File: src/rtl/wb_arbiter.sv
// wb_arbiter: round-robin writeback arbiter feeding one registered register-file write port; WB_ARB_WRCOUNT_EN adds a committed-write counter
module wb_arbiter #(
  parameter int NREQ = 3,
  parameter int XLEN = 32,
  parameter int RA_WIDTH = 5
) (
  input  logic                     clk,
  input  logic                     rst,
  input  logic [NREQ-1:0]          req_valid,
  input  logic [NREQ*RA_WIDTH-1:0] req_rd,
  input  logic [NREQ*XLEN-1:0]     req_data,
  output logic [NREQ-1:0]          req_ready,
  input  logic                     rf_busy,
  output logic                     rf_we,
  output logic [RA_WIDTH-1:0]      rf_addr,
  output logic [XLEN-1:0]          rf_data,
  output logic [31:0]              wr_count
);
  localparam int PW = NREQ > 1 ? $clog2(NREQ) : 1;
  logic [PW-1:0] ptr, gidx;
  logic hit;
  int best;
  logic [RA_WIDTH-1:0] sel_rd;
  logic [XLEN-1:0] sel_data;
  // pick the valid requester closest to ptr going upward with wrap, then mux its payload
  always_comb begin
    best = NREQ;
    gidx = '0;
    for (int i = 0; i < NREQ; i++)
      if (req_valid[i] && (i + NREQ - int'(ptr)) % NREQ < best) begin
        best = (i + NREQ - int'(ptr)) % NREQ;
        gidx = PW'(i);
      end
    hit = rst && !rf_busy && best < NREQ;
    req_ready = hit ? NREQ'(1) << gidx : '0;
    sel_rd = '0;
    sel_data = '0;
    for (int i = 0; i < NREQ; i++)
      if (gidx == PW'(i)) begin
        sel_rd = req_rd[i*RA_WIDTH +: RA_WIDTH];
        sel_data = req_data[i*XLEN +: XLEN];
      end
  end
  // register the accepted write; x0 loads address/data but never raises rf_we
  always_ff @(posedge clk or negedge rst)
    if (!rst) begin
      ptr <= '0;
      rf_we <= 1'b0;
      rf_addr <= '0;
      rf_data <= '0;
    end else begin
      rf_we <= hit && sel_rd != '0;
      if (hit) begin
        ptr <= gidx == PW'(NREQ-1) ? '0 : gidx + 1'b1;
        rf_addr <= sel_rd;
        rf_data <= sel_data;
      end
    end
`ifdef WB_ARB_WRCOUNT_EN
  // count cycles in which a register-file write is presented
  always_ff @(posedge clk or negedge rst)
    if (!rst) wr_count <= '0;
    else if (rf_we) wr_count <= wr_count + 32'd1;
`else
  assign wr_count = '0;
`endif
endmodule

File: config.mk
export PLATFORM = sky130hd
export DESIGN_NAME = wb_arbiter
export DESIGN_NICKNAME = d
export VERILOG_FILES = /design/src/rtl/wb_arbiter.sv
export SDC_FILE = /design/constraint.sdc
export NUM_CORES = 1
export LEC_CHECK = 0
export CAP_MARGIN = 20
export CORE_ASPECT_RATIO = 0.5
export CORE_UTILIZATION = 43
export DETAILED_ROUTE_END_ITERATION = 8
export GPL_ROUTABILITY_DRIVEN = 0
export PLACE_DENSITY = 0.85
export SLEW_MARGIN = 10
export SYNTH_ARGS = -nofsm -noshare
export SYNTH_HDL_FRONTEND = slang
export SYNTH_SLANG_ARGS = --single-unit
File: constraint.sdc
create_clock -name clk -period 18.2 [get_ports clk]
set_input_delay 5.46 -clock clk [delete_from_list [all_inputs] [get_ports clk]]
set_output_delay 5.46 -clock clk [all_outputs]
set_load 0.01 [all_outputs]
---- Word-level counts from Yosys, hierarchy flattened ----
Index checks and enable logic that the tools add are counted.
word-level totals
  register bits ........................... 40
  bits in latches ......................... 0
  memory bits (writable) .................. 0
  ROM bits ................................ 0
  output and inout bits ................... 73
  logic and storage cells ................. 40
  memories ................................ 0
operators by class
  add/subtract/negate cells ............... 4
  multipliers ............................. 0
  divide/modulo/power cells ............... 3
  magnitude comparators ................... 4
  equality and inequality tests ........... 2
  shift-type cells ........................ 1
  muxes and demuxes ....................... 13
  bitwise gates (word level) .............. 0
  reduce and logical (&&, ||, !) cells .... 9
operators with widths
  operator                                                                count
  32-bit 2-to-1 mux                                                       6
  32-bit by 3-bit modulo with 32-bit output (second input constant)       3
  32-bit by 3-bit < comparator with 1-bit output (second input constant)  2
  32-bit < comparator                                                     2
  5-bit 2-to-1 mux                                                        3
  3-bit by 2-bit subtractor with 4-bit output (first input constant)      2
  1-bit logical AND                                                       6
  5-bit nonzero test                                                      1
  2-bit 2-to-1 mux                                                        2
  3-bit 2-to-1 mux                                                        1
  1-bit by 2-bit << shifter with 3-bit output (first input constant)      1
  2-bit by 2-bit subtractor with 3-bit output (first input constant)      1
  2-bit by 1-bit adder with 2-bit output (second input constant)          1
  2-bit by 1-bit == test with 1-bit output (second input constant)        1
  2-bit == test (second input constant)                                   1
  2-bit logical NOT                                                       1
  1-bit logical NOT                                                       1
  1-bit 2-to-1 mux                                                        1

---- Depth between registers and ports, before layout ----
  depth after elaboration ................. 17
  mapped depth ............................ 23
  depth with buffers taken out ............ 19

---- Worst setup path after synthesis ----
No wires, ideal clock.
  path kind ............................... in2out
  start ................................... input req_valid[0]
  end ..................................... output req_ready[0]
  arrival time ............................ 8558 ps
  slack ................................... 4182 ps
  cell stages on the path ................. 15
  cell sequence ........................... nor2b_1 > ha_1 > nor3b_2 > a32o_2 > buf_6 > clkbuf_1 > nand2_1 > ha_1 > and3_1 > nand4_1 > nor3_1 > a21o_1 > buf_6 > buf_6 > nor3b_1
on the way
  word-level cells in the longest chain between the ends .. 11
  elaborated cells on any way between the ends .. 14
  those cells by class .................... order compare: 3; shift: 1; mux: 6; reduce/logical: 4
RTL lines
  what                                            line  text
  start, declared                                 9     input logic [NREQ-1:0] req_valid,
  1-bit logical AND (*)                           30    if (req_valid[i] && (i + NREQ - int'(ptr)) % NREQ < best) begin
  32-bit 2-to-1 mux (*)                           30
  32-bit < comparator                             30
  1-bit logical AND                               30
  32-bit 2-to-1 mux                               30
  32-bit < comparator                             30
  1-bit logical AND                               30
  32-bit 2-to-1 mux                               30
  32-bit by 3-bit < comparator with 1-bit output  34    hit = rst && !rf_busy && best < NREQ;
  1-bit logical AND                               34
  3-bit 2-to-1 mux (*)                            35    req_ready = hit ? NREQ'(1) << gidx : '0;
  end, declared                                   12    output logic [NREQ-1:0] req_ready,
Mark *: on every way between the ends. The rest lies on a longest branch, timed or not.

---- Worst setup path after layout ----
  start ................................... input req_valid[0]
  end ..................................... output req_ready[1]
Same word-level chain as after synthesis.

==> flow_metrics.py <==
metrics = {
    "global_routing": {
        "grt_overflow_total": 0,
        "grtUsageTotal_pct": 24.78,
        "grt_util_met3_pct": 4.072,
        "grt_pass1_wl_um": 16240,
        "grt_busiest_layer": "met2",
        "use_met2_pct": 44.93,
        "first_global_vias": 3198,
        "met1_usage_pct": 29.71,
        "grt_antenna_before_repair": 0,
        "grt_start_max_net_pins": 80,
    },
    "timing": {
        "maxSlewHeadroom_pct": 31.50,
        "tns_ns": 0,
        "fmax_mhz": 61.67,
        "finalHoldViolations": 0,
        "period_needed_ns": 16.21,
        "rsz0062_at_grt": "no",
        "setup_viol": 0,
        "finalClockSkew_ns": 0.002840,
        "hold_ws_ns": 0.5028,
        "fin_crit_sh_pct": 89.09,
        "worst-slew-pin-transition_ns": 1.025,
        "drv_slew": 0,
    },
    "critical_path": {
        "crit_arrival_ns": 10.75,
        "path_cells": "clkdlybuf4s50_1 -> nor2b_1 -> ha_1 -> o21ai_0 -> a32o_2 -> nand2_1 -> ha_1 -> and3_1 -> nand4_1 -> nor3_1 -> a21o_2 -> buf_4 -> nor3b_1 -> clkdlybuf4s50_1",
        "cpMaxStageDelayCell": "a32o_2",
        "critPathCaptureType": "output port",
        "critPathMaxFanout": 79,
        "required_ns": 12.74,
        "path_class": "in2out",
        "cp-start-kind": "input port",
        "max_stage_delay_ns": 0.89,
    },
    "synthesis": {
        "yosysWarningCount": 0,
        "synth.largest_area_cell": "dfrtp_1",
        "yosys-top-cells-area": "dfrtp_1 29%, a22o_1 19%, nand2_1 9.3%, ha_1 7.7%, buf_4 7.0%",
        "synth.most_common_cell": "nand2_1",
        "synth_flop_cell": "dfrtp_1",
        "synth_cells": 401,
        "yosys.area.top_type_share_pct": 29.20,
        "async_reset_ff_share_pct": 100.0,
        "syn_area_per_cell_sq_um": 8.549,
        "ys_seq_area_share_pct": 29.20,
        "netlist_top_cells_count": "85 x nand2_1, 74 x a22o_1, 40 x dfrtp_1, 37 x a31oi_1, 32 x buf_4",
        "synth_edf_count": 0,
        "ys_types": 45,
        "syn_area_sq_um": 3428,
        "ys_seq_elements": 40,
    },
    "place": {
        "dp_hpwl_um": 7582,
        "numPortBuffers": 157,
        "placed_cell_area_sq_um": 4866,
    },
    "final_layout": {
        "syn2layout_area_growth_pct": 47.26,
        "fin_nets": 676,
        "post-route-util_pct": 67.18,
        "fill_cells": 629,
        "seq_area_sq_um": 1001,
        "antenna_cells": 0,
        "multi_input_area_sq_um": 2077,
        "drive_gt1_share_pct": 5.566,
        "stdcell_area_sq_um": 5049,
    },
    "detailed_routing": {
        "wl_per_cell_um": 16.20,
        "vias": 3552,
        "post_drt_via_cell_ratio": 5.490,
        "drt-initial-drc-count": 312,
        "firstDrtPassIters": 8,
        "drc_errors": 0,
        "final_antenna_net_count": 0,
        "wirelength_um": 10480,
    },
    "cts": {
        "cts_resized": 0,
        "cts_made_buffers": 5,
        "cts_hold_buf": 0,
        "cts_htree_levels": 2,
        "cts_sinks": 40,
        "cts_setup_buffers": 0,
        "clockBufferDepth": 2,
        "cts-root-buf": "clkbuf_16",
        "cts_tree": "yes",
        "path_clk_slew_ns": 0.06,
        "insertion_delay_ns": 0.28,
    },
    "die": {
        "io_pins": 190,
        "dieArea_sq_um": 8356,
        "fp.coreArea_sq_um": 7515,
        "num_rows": 22,
        "die_h_um": 65.14,
        "initial_core_util_pct": 45.62,
        "die_x_um": 128.3,
    },
    "pwr": {
        "worst_ir_drop_vdd_uv": 125.1,
        "p_leak_nw": 2.269,
        "power.density_nw_per_um2": 187.2,
        "finalPower_mw": 0.9450,
    },
    "flow_run": {
        "maxCapViolCount": 0,
    },
    "run_status": {
        "status": "complete, no violations",
    },
    "hold_path": {
        "hp-class": "reg2reg",
    },
}
[critical path: cells and delay by family]
kind,cells,cell delay (ns)
adders and majority gates,2,0.63
buffers and inverters,3,1.70
AOI/OAI and AO/OA,3,1.24
and+or+nand+nor,6,1.67
[cells by family (layout without fill, tap and decap cells)]
family	Yosys count	in the layout	share of synthesized area, %
compound gates	142	142	33.07
simple gates	117	117	14.67
fa+ha+maj	21	21	7.664
buf+inv	76	183	13.65
flops	40	40	29.20
other cells	1	32	0.1094
mux	4	4	1.642
[registers in the layout, summed over array words and instances (netlist names)]
name and flops:
rf_data 32, rf_addr 5, ptr 2, rf_we 1
[layout make-up]
class,instances,share of cell area [%]
sequential,40,19.83
timing repair buffer,164,32.14
clock buffer,5,2.478
tap,108,2.677
multi-input combinational,316,41.14
clock inverter,3,0.9170
inverter,11,0.8178
[placed cells by master (no fill, tap or decap), types with 5 or more instances in the layout]
cell / instances
a21oi_1: 5
a22o_1: 74
a31oi_1: 37
buf_4: 6
clkbuf_16: 5
clkdlybuf4s50_1: 156
conb_1: 32
dfrtp_1: 40
ha_1: 21
inv_1: 9
nand2_1: 85
nand3_1: 8
nor2_1: 7
o21ai_0: 7
[worst paths after layout]
path	startpoint	end	slack [ns]	cells past startpoint
max in group asynchronous	rst	rf_data[16]$_DFFE_PN0P_	12.56	2
setup / recovery	req_valid[0]	req_ready[1]	1.99	14
hold / removal	rf_data[8]$_DFFE_PN0P_	rf_data[8]$_DFFE_PN0P_	0.50	1
min in group asynchronous	rst	rf_data[31]$_DFFE_PN0P_	5.25	2
setup reg to reg	ptr[1]$_DFFE_PN0P_	rf_data[16]$_DFFE_PN0P_	12.03	17
hold reg to reg	rf_data[8]$_DFFE_PN0P_	rf_data[8]$_DFFE_PN0P_	0.50	1
[metal layers]
layer | routed length, um | vias up
met5 | 0 | -
met3 | 661 | 28
li1 | - | 1692
met4 | 291 | 0
met2 | 5235 | 149
met1 | 4292 | 1683
[report_power, final]
group | internal [mW] | switching, mW | total (mW) | leakage, nW
sequential | 0.132 | 0.0243 | 0.156 | 0.502
clock | 0.0652 | 0.0380 | 0.103 | 0.0804
combinational | 0.316 | 0.370 | 0.686 | 1.69
[per-stage QoR]
step | worst slack [ns] | std cells
after floorplan | 4.182 | 432
after global routing | 1.612 | 647
final | 1.985 | 647
after CTS | 2.095 | 646
after global placement | 2.306 | 638
after detailed placement | 2.087 | 638
(Power assumes the default switching activity.)
